File: config.mk
export PLATFORM = sky130hd
export DESIGN_NAME = clk_div_gen
export DESIGN_NICKNAME = d
export VERILOG_FILES = /design/src/rtl/clk_gen_pkg.sv /design/src/rtl/clk_div_chan.sv /design/src/rtl/clk_div_gen.sv
export SDC_FILE = /design/constraint.sdc
export NUM_CORES = 1
export LEC_CHECK = 0
export BUFFER_PORTS_ARGS = -buffer_cell sky130_fd_sc_hd__buf_2
export CORE_MARGIN = 8
export CORE_UTILIZATION = 62
export CTS_CLUSTER_SIZE = 40
export DETAILED_ROUTE_END_ITERATION = 12
export PLACE_DENSITY = 0.82
export SETUP_SLACK_MARGIN = 0.1
export SLEW_MARGIN = 25
export SYNTH_ARGS = -nofsm -noshare
export SYNTH_HDL_FRONTEND = slang
export SYNTH_SLANG_ARGS = --single-unit
File: constraint.sdc
create_clock -name clk -period 4.06 [get_ports clk]
set_clock_uncertainty 0.2 [all_clocks]
set_input_delay 0.812 -clock clk [delete_from_list [all_inputs] [get_ports clk]]
set_output_delay 0.812 -clock clk [all_outputs]
set_load 0.01 [all_outputs]
File: src/rtl/clk_gen_pkg.sv
// Shared definitions for the clock-enable generator.
// - lock_state_e : lock sequencer states (WAIT_LOCK=0, STABLE=1, RUN=2)
// - DIV_RST_DEF  : divide value every channel loads at reset
package clk_gen_pkg;

  typedef enum logic [1:0] {
    WAIT_LOCK = 2'd0,
    STABLE    = 2'd1,
    RUN       = 2'd2
  } lock_state_e;

  localparam int DIV_RST_DEF = 2;

endpackage

File: src/rtl/clk_div_chan.sv
// One clock-enable channel: programmable down-counter, active/pending divide
// registers and a toggle flop.
// Ports:
//   clk, rst_n : system clock, async active-low reset
//   run        : high while the lock sequencer is in RUN
//   sync       : phase-align pulse (honoured only in RUN)
//   wr, wdata  : write strobe and new divide value (0 = disabled)
//   en         : one-cycle enable strobe, period = active divide
//   tgl        : divided square wave, inverts after each strobe
module clk_div_chan
  import clk_gen_pkg::*;
#(
  parameter int DW      = 16,
  parameter int DIV_RST = DIV_RST_DEF
) (
  input  logic          clk,
  input  logic          rst_n,
  input  logic          run,
  input  logic          sync,
  input  logic          wr,
  input  logic [DW-1:0] wdata,
  output logic          en,
  output logic          tgl
);

  logic [DW-1:0] act, pend, cnt;
  logic          tgl_q;

  // Strobe purely from registers; counter sits at 0 outside RUN so every
  // enabled channel fires on the first RUN cycle.
  assign en  = run && (act != '0) && (cnt == '0);
  // Toggle state survives lock loss but is shown as 0 outside RUN.
  assign tgl = run & tgl_q;

  always_ff @(posedge clk or negedge rst_n) begin
    if (!rst_n) begin
      act   <= DW'(DIV_RST);
      pend  <= DW'(DIV_RST);
      cnt   <= '0;
      tgl_q <= 1'b0;
    end else begin
      if (wr) pend <= wdata;
      if (!run) begin
        cnt <= '0;
        // a disabled channel adopts a write at once, even outside RUN
        if (act == '0 && wr) act <= wdata;
      end else if (sync) begin
        // a write coinciding with sync is adopted by the same realignment
        act   <= wr ? wdata : pend;
        cnt   <= '0;
        tgl_q <= 1'b0;
      end else if (act == '0) begin
        if (wr) begin
          act <= wdata;
          cnt <= '0;
        end
      end else if (cnt == '0) begin
        // reload point: pending value takes over here so no runt period
        act   <= pend;
        cnt   <= (pend == '0) ? '0 : pend - 1'b1;
        tgl_q <= ~tgl_q;
      end else begin
        cnt <= cnt - 1'b1;
      end
    end
  end

endmodule

File: src/rtl/clk_div_gen.sv
// Clock-enable generator with lock-qualified reset sequencer.
// Ports:
//   clk, rst_n  : system clock, async active-low reset
//   pll_locked  : PLL lock, asynchronous to clk
//   div_wr      : per-channel write strobes (any number set)
//   div_wdata   : divide value for every selected channel
//   sync        : phase-align pulse for all channels
//   en_out      : per-channel one-cycle enable strobes
//   tgl_out     : per-channel divided square waves
//   sync_rst_n  : downstream reset, released only in RUN
//   locked      : high in RUN
module clk_div_gen
  import clk_gen_pkg::*;
#(
  parameter int NCH         = 4,
  parameter int DW          = 16,
  parameter int DIV_RST     = DIV_RST_DEF,
  parameter int LOCK_CYCLES = 1024
) (
  input  logic           clk,
  input  logic           rst_n,
  input  logic           pll_locked,
  input  logic [NCH-1:0] div_wr,
  input  logic [DW-1:0]  div_wdata,
  input  logic           sync,
  output logic [NCH-1:0] en_out,
  output logic [NCH-1:0] tgl_out,
  output logic           sync_rst_n,
  output logic           locked
);

  localparam int SW = (LOCK_CYCLES > 1) ? $clog2(LOCK_CYCLES) : 1;
  localparam logic [SW-1:0] STB_LAST = SW'(LOCK_CYCLES - 1);

  logic [1:0]    lk_pipe;
  logic          lk_s;
  lock_state_e   state;
  logic [SW-1:0] stb_cnt;
  logic          run_nxt;

  // two-flop synchroniser for the asynchronous lock indication
  always_ff @(posedge clk or negedge rst_n) begin
    if (!rst_n) lk_pipe <= '0;
    else        lk_pipe <= {lk_pipe[0], pll_locked};
  end
  assign lk_s = lk_pipe[1];

  // next-cycle RUN, so the registered outputs track the state exactly
  always_comb begin
    run_nxt = 1'b0;
    if (state == STABLE && lk_s && stb_cnt == STB_LAST) run_nxt = 1'b1;
    if (state == RUN && lk_s)                           run_nxt = 1'b1;
  end

  always_ff @(posedge clk or negedge rst_n) begin
    if (!rst_n) begin
      state      <= WAIT_LOCK;
      stb_cnt    <= '0;
      sync_rst_n <= 1'b0;
      locked     <= 1'b0;
    end else begin
      case (state)
        WAIT_LOCK: if (lk_s) begin
          state   <= STABLE;
          stb_cnt <= '0;
        end
        STABLE: begin
          if (!lk_s)                    state   <= WAIT_LOCK;
          else if (stb_cnt == STB_LAST) state   <= RUN;
          else                          stb_cnt <= stb_cnt + 1'b1;
        end
        RUN:     if (!lk_s) state <= WAIT_LOCK;
        default: state <= WAIT_LOCK;
      endcase
      sync_rst_n <= run_nxt;
      locked     <= run_nxt;
    end
  end

  for (genvar i = 0; i < NCH; i++) begin : g_chan
    clk_div_chan #(.DW(DW), .DIV_RST(DIV_RST)) u_chan (
      .clk   (clk),
      .rst_n (rst_n),
      .run   (locked),
      .sync  (sync),
      .wr    (div_wr[i]),
      .wdata (div_wdata),
      .en    (en_out[i]),
      .tgl   (tgl_out[i])
    );
  end

endmodule

# After elaboration in Yosys (flattened, before gate mapping)
# Index checks and enable logic that the tools add are counted.
# W data, S select, Z words.
[word_totals]
word_cells = 183
input_bits = 24
regBits = 211
[op_classes]
addsub = 9
mux = 75
reduce_logical = 51
bitwise = 8
eq_ne = 20
[op_table]
columns = ["operator", "count"]
rows = [
  ["$mux W16", 52],
  ["$logic_not A16 Y1", 12],
  ["$sub A16 B1 Y16 const B", 8],
  ["$reduce_bool A16 Y1", 4],
  ["$mux W10", 3],
  ["$reduce_and A3 Y1", 9],
  ["$pmux W10 S2", 1],
  ["$reduce_bool A2 Y1", 9],
  ["$ne A2 B2 Y1 const B", 8],
  ["$ne A4 B2 Y1 const B", 4],
  ["$ne A4 B4 Y1 const B", 4],
  ["$logic_and A1 B1 Y1", 15],
  ["$mux W1", 14],
  ["$add A10 B1 Y10 const B", 1],
  ["$eq A10 B10 Y1 const B", 1],
  ["$mux W2", 4],
  ["$pmux W2 S3", 1],
  ["$and A1 B1 Y1", 4],
  ["$not A1 Y1", 4],
  ["$reduce_and A4 Y1", 1],
  ["$ne A3 B2 Y1 const B", 1],
  ["$eq A2 B1 Y1 const B", 1],
  ["$eq A2 B2 Y1 const B", 1],
  ["$logic_not A2 Y1", 1],
]

# Logic depth before layout (Yosys ltp)
[depth]
word_depth = 6
depth_mapped = 9
ltp_nobuf = 7

# Modules after synthesis
# From an unflattened synthesis, not the netlist that was laid out.
[unflattened]
cells_unflattened = 1197
area_unflattened_um2 = 12610.8
[modules_own_cells]
columns = ["module", "seq_area_each_um2", "cells_each", "area_each_um2", "n_inst"]
rows = [
  ["clk_div_chan (g_chan[0].u_chan ...)", 1228.7, 290, 2989.1, 2],
  ["clk_div_chan (g_chan[2].u_chan ...)", 1228.7, 271, 2937.8, 2],
  ["clk_div_gen", 375.4, 75, 757.0, 1],
]

# Worst setup path before layout
# No wires, ideal clock.
[synth_timing]
path_kind = "register -> output"
startpoint = "register g_chan[0].u_chan.act[1]"
endpoint = "output en_out[0]"
n_path_buf = 3
path_slack_ns = 0.925
arrival_time_ns = 2.123
path_stages_with_launch = 7
path_cell_list = "dfstp_2 or4_4 or4_1 buf_4 clkbuf_1 and3_1 buf_4"
[synth_via]
elab_chain_cells = 3
[synth_rtl]
columns = ["element", "line_no", "text"]
rows = [
  ["from (decl)", "clk_div_chan.sv:26", "logic [DW-1:0] act, pend, cnt;"],
  ["from (signal assigned)", "clk_div_chan.sv:37", "act <= DW'(DIV_RST);"],
  ["from (signal assigned)", "clk_div_chan.sv:46", "if (act == '0 && wr) act <= wdata;"],
  ["from (signal assigned)", "clk_div_chan.sv:49", "act <= wr ? wdata : pend;"],
  ["$reduce_bool A16 Y1", "clk_div_chan.sv:31", "assign en = run && (act != '0) && (cnt == '0);"],
  ["$logic_and A1 B1 Y1 (2 in a row)", "clk_div_chan.sv:31", ""],
  ["to (decl)", "clk_div_gen.sv:26", "output logic [NCH-1:0] en_out,"],
]
# Every way passes these cells.

# Final worst setup path
[layout_timing]
startpoint = "register g_chan[0].u_chan.cnt[7]"
endpoint = "output en_out[0]"
[layout_via]
elab_chain_cells = 2
[layout_rtl]
columns = ["element", "line_no", "text"]
rows = [
  ["from (decl)", "clk_div_chan.sv:26", ""],
  ["from (signal assigned)", "clk_div_chan.sv:60", "cnt <= (pend == '0) ? '0 : pend - 1'b1;"],
  ["from (signal assigned)", "clk_div_chan.sv:63", "cnt <= cnt - 1'b1;"],
  ["$logic_not A16 Y1", "clk_div_chan.sv:31", ""],
  ["$logic_and A1 B1 Y1", "clk_div_chan.sv:31", ""],
]
# Every way passes these cells.

==> impl_metrics.csv <==
group,metric,value,unit
run_status,status,"complete, no violations",
placement,hpwlAfterDp,23.0,mm
global_routing,grt_pass1_wl,56.1,mm
critical_path,crit_path_max_fanout,7,
synthesis,syn_inst,1297,
global_routing,grt_max_degree,96,
critical_path,path_buf_inv,1,
routing,firstDrtPassIters,6,
sta,fin_setup_tns,0,ns
final_layout,finalNonFillerCells,1582,
critical_path,path_delay_family,"simple AND/OR/NAND/NOR gates",
placement,port-buffer-count,33,
routing,routedWlPerCell,21.7,um
critical_path,path_cells,"or4_1, or3_1, nor3_4, and3_1, buf_2",
final_layout,syn2layout_area_growth,9.50,%
cts,clock_path_buffers,3,
floorplanning,initial_core_util,62.9,%
routing,wirelength,34.3,mm
critical_path,r2r_cells,6,
routing,drc,0,
cts,cts_tree,"built",
sta,finalCritPeriodShare,94.0,%
pwr,power-per-cell-area,416,nW/um^2
cts,path_clk_slew,0.06,ns
final_layout,fill_cells,1474,
floorplanning,rows,52,
synthesis,ys_types,79,
sta,final_max_slew_viol_count,0,
pwr,p_comb_share,15.1,%
critical_path,cpPeakStageDelay,0.62,ns
synthesis,ys_warn_count,0,
floorplanning,io_pins,34,
synthesis,synthFlopType,"dfrtp_1",
pwr,power.total,5.79,mW
critical_path,start_kind,"register",
placement,dp_slack,0.698,ns
cts,root_buffer,"clkbuf_16",
synthesis,ys_seq_area_share,41.7,%
sta,rsz0062_at_grt,"no",
worst_hold_path,hold_depth,0,
critical_path,required,3.05,ns
synthesis,syn-cell-area,12700,um^2
sta,relSlewSlack,31.9,%
final_layout,antenna_cells,0,
routing,detail-route-antenna-nets,0,
sta,setup_violations,0,
critical_path,crit_path_end_kind,"output pin",
pwr,p_sw_share,27.6,%
cts,clock-sinks,211,
sta,worstMarginPinSlew,1.01,ns
global_routing,track_usage,26.6,%
synthesis,avgSynthCellArea,9.79,um^2
synthesis,synth_edf_count,0,
cts,htreeDepth,1,
cts,postCtsHoldBufs,0,
pwr,power.switching,1.60,mW
cts,cts_made_buffers,24,
synthesis,ys_ff_latch,211,
global_routing,grt_overflow_total,0,
floorplanning,die_area,25300,um^2
critical_path,crit_path_top_delay_cell,"or4_1",
cts,worstSkewPairLatency,0.53,ns
cts,cts_setup_buffers,0,
sta,fin_crit,3.82,ns
final_layout,layout.nets,1331,
pwr,pwr-share-clk,38.7,%
floorplanning,die_w,159,um
placement,placed_cells,1538,
pwr,p_int,4.19,mW
run,cap_violations,0,
pwr,power_leakage,5.85,nW
routing,via_count,10874,
floorplanning,core,20200,um^2
global_routing,antenna_found_initial,2,
synthesis,synth_nets,1334,
critical_path,cp_data_arrival_time,2.81,ns
global_routing,first_global_vias,10742,
worst_hold_path,hp-class,"register to register",
critical_path,worstSetupPathType,"register to output pin",
sta,hold_viol,0,
routing,viasPerCell,6.87,
synthesis,synthArstFlopShare,100,%
floorplanning,die_h,159,um
routing,drtIter0Drc,1127,
sta,finalWorstSetupSlack,0.242,ns
critical_path,path_depth,5,
final_layout,layout-drive-gt1-share,18.5,%
placement,gp_congestion,0.917,
sta,max_freq,262,MHz
pwr,ir_drop,342,uV
pwr,seqPwrFrac,46.2,%
## power by group through the flow
| stage | sequential [mW] | combinational [mW] | clock (mW) |
|---|---|---|---|
| 2_1_floorplan | 2.60 | 0.632 | 0 |
| 3_3_place_gp | 2.67 | 0.804 | 0 |
| 3_5_place_dp | 2.69 | 0.839 | 0 |
| 4_1_cts | 2.66 | 0.853 | 2.26 |
| 5_1_grt | 2.71 | 0.949 | 2.35 |
| 6_report | 2.67 | 0.876 | 2.24 |
## area by class of cell
| cell class | count | area [um^2] | share of cell area [%] |
|---|---|---|---|
| Multi-Input combinational cell | 951 | 6900 | 49.6 |
| Sequential cell | 211 | 5290 | 38.1 |
| Clock buffer | 33 | 676 | 4.86 |
| Timing Repair Buffer | 61 | 397 | 2.85 |
| Tap cell | 270 | 338 | 2.43 |
| Inverter | 45 | 169 | 1.22 |
| Clock inverter | 11 | 136 | 0.981 |
## cells in the mapped netlist (4+ instances only)
cell / number / area share (%)
a211o_1: 7 / 0.48
a211oi_1: 13 / 0.77
a21oi_1: 73 / 2.9
a22o_1: 10 / 0.69
and2_1: 9 / 0.44
and3_1: 8 / 0.39
and4_1: 4 / 0.28
buf_1: 8 / 0.24
buf_2: 9 / 0.35
buf_4: 11 / 0.65
clkbuf_1: 61 / 1.8
dfrtp_1: 203 / 40
dfstp_2: 8 / 1.7
ha_1: 13 / 1.3
inv_1: 45 / 1.3
mux2_1: 42 / 3.7
mux2_2: 92 / 8.2
mux2_4: 10 / 1.2
mux2i_1: 12 / 0.95
nand2_1: 68 / 2.0
nand2b_1: 9 / 0.44
nand3_1: 35 / 1.4
nand3b_1: 5 / 0.30
nand4_1: 16 / 0.79
nor2_1: 69 / 2.0
nor2b_1: 6 / 0.30
nor3_1: 55 / 2.2
nor3_2: 5 / 0.39
nor3b_1: 7 / 0.41
nor4_1: 28 / 1.4
nor4b_1: 6 / 0.41
o211a_1: 4 / 0.32
o211ai_1: 31 / 1.8
o21ai_0: 18 / 0.71
o21ai_1: 30 / 1.2
o221ai_1: 8 / 0.55
o22ai_1: 95 / 4.7
o2bb2ai_1: 7 / 0.48
o31ai_1: 4 / 0.24
o41ai_1: 5 / 0.34
or3_1: 14 / 0.69
or4_1: 23 / 1.4
xnor2_1: 25 / 1.7
xor2_1: 27 / 1.9
## what timing repair did
action | 4_1_cts | 5_1_grt
resized for setup | 0 | 2
hold endpoints to repair | 0 | 0
setup endpoints to repair | 0 | 2
## flip-flops by register name (all words and copies together) (netlist names)
| signal | cells |
|---|---|
| locked | 1 |
| g_chan.u_chan.pend | 64 |
| g_chan.u_chan.cnt | 64 |
| lk_pipe | 2 |
| g_chan.u_chan.tgl_q | 4 |
| state | 2 |
| stb_cnt | 10 |
| g_chan.u_chan.act | 64 |
## cell families after synthesis
kind of cell | Yosys count | synth area share (%)
AND/OR/NAND/NOR | 388 | 16.8
AO/OA/AOI/OAI | 342 | 18.2
buffers and inverters | 135 | 4.46
adder cells (fa/ha/maj) | 13 | 1.28
XOR/XNOR | 52 | 3.59
multiplexers | 156 | 14.0
flip-flops | 211 | 41.7
## placed cells by master (no fill, tap or decap), types with 14 or more instances in the layout
master     instances
dfrtp_1          202
o22ai_1           95
mux2_2            92
a21oi_1           73
nor2_1            69
nand2_1           68
nor3_1            55
inv_1             45
mux2_1            42
nand3_1           35
buf_2             32
o211ai_1          31
o21ai_1           30
nor4_1            27
xor2_1            27
buf_4             27
xnor2_1           25
clkbuf_16         25
or4_1             22
o21ai_0           18
nand4_1           16
or3_1             14
## metal layers
metal / track usage, % / part of all wire, %
met5: 0 / 0.099
met4: 12.3 / 4.0
met3: 4.99 / 8.3
met2: 42.9 / 47
met1: 34.1 / 40
## path summary, 6_finish.rpt
path                       slack, ns                      end                     from
setup / recovery                0.24                en_out[0]  g_chan[0].u_chan.cnt[7]
hold / removal                  0.15               lk_pipe[1]               lk_pipe[0]
setup reg to reg                0.70  g_chan[0].u_chan.act[8]  g_chan[0].u_chan.act[9]
hold reg to reg                 0.15               lk_pipe[1]               lk_pipe[0]
max in group asynchronous       2.59  g_chan[3].u_chan.act[1]                    rst_n
min in group asynchronous       0.17  g_chan[3].u_chan.cnt[0]                    rst_n
## metrics by stage
stage / util [%] / hold slack [ns] / instance area (um^2)
after floorplan: - / 0.131 / 12700
after global placement: 64.7 / 0.137 / 13100
after detailed placement: 64.7 / 0.136 / 13100
after CTS: 68.8 / 0.149 / 13900
after global routing: 68.9 / 0.158 / 13900
final: 68.9 / 0.148 / 13900
No activity file was read; power rests on OpenSTA's default activity.
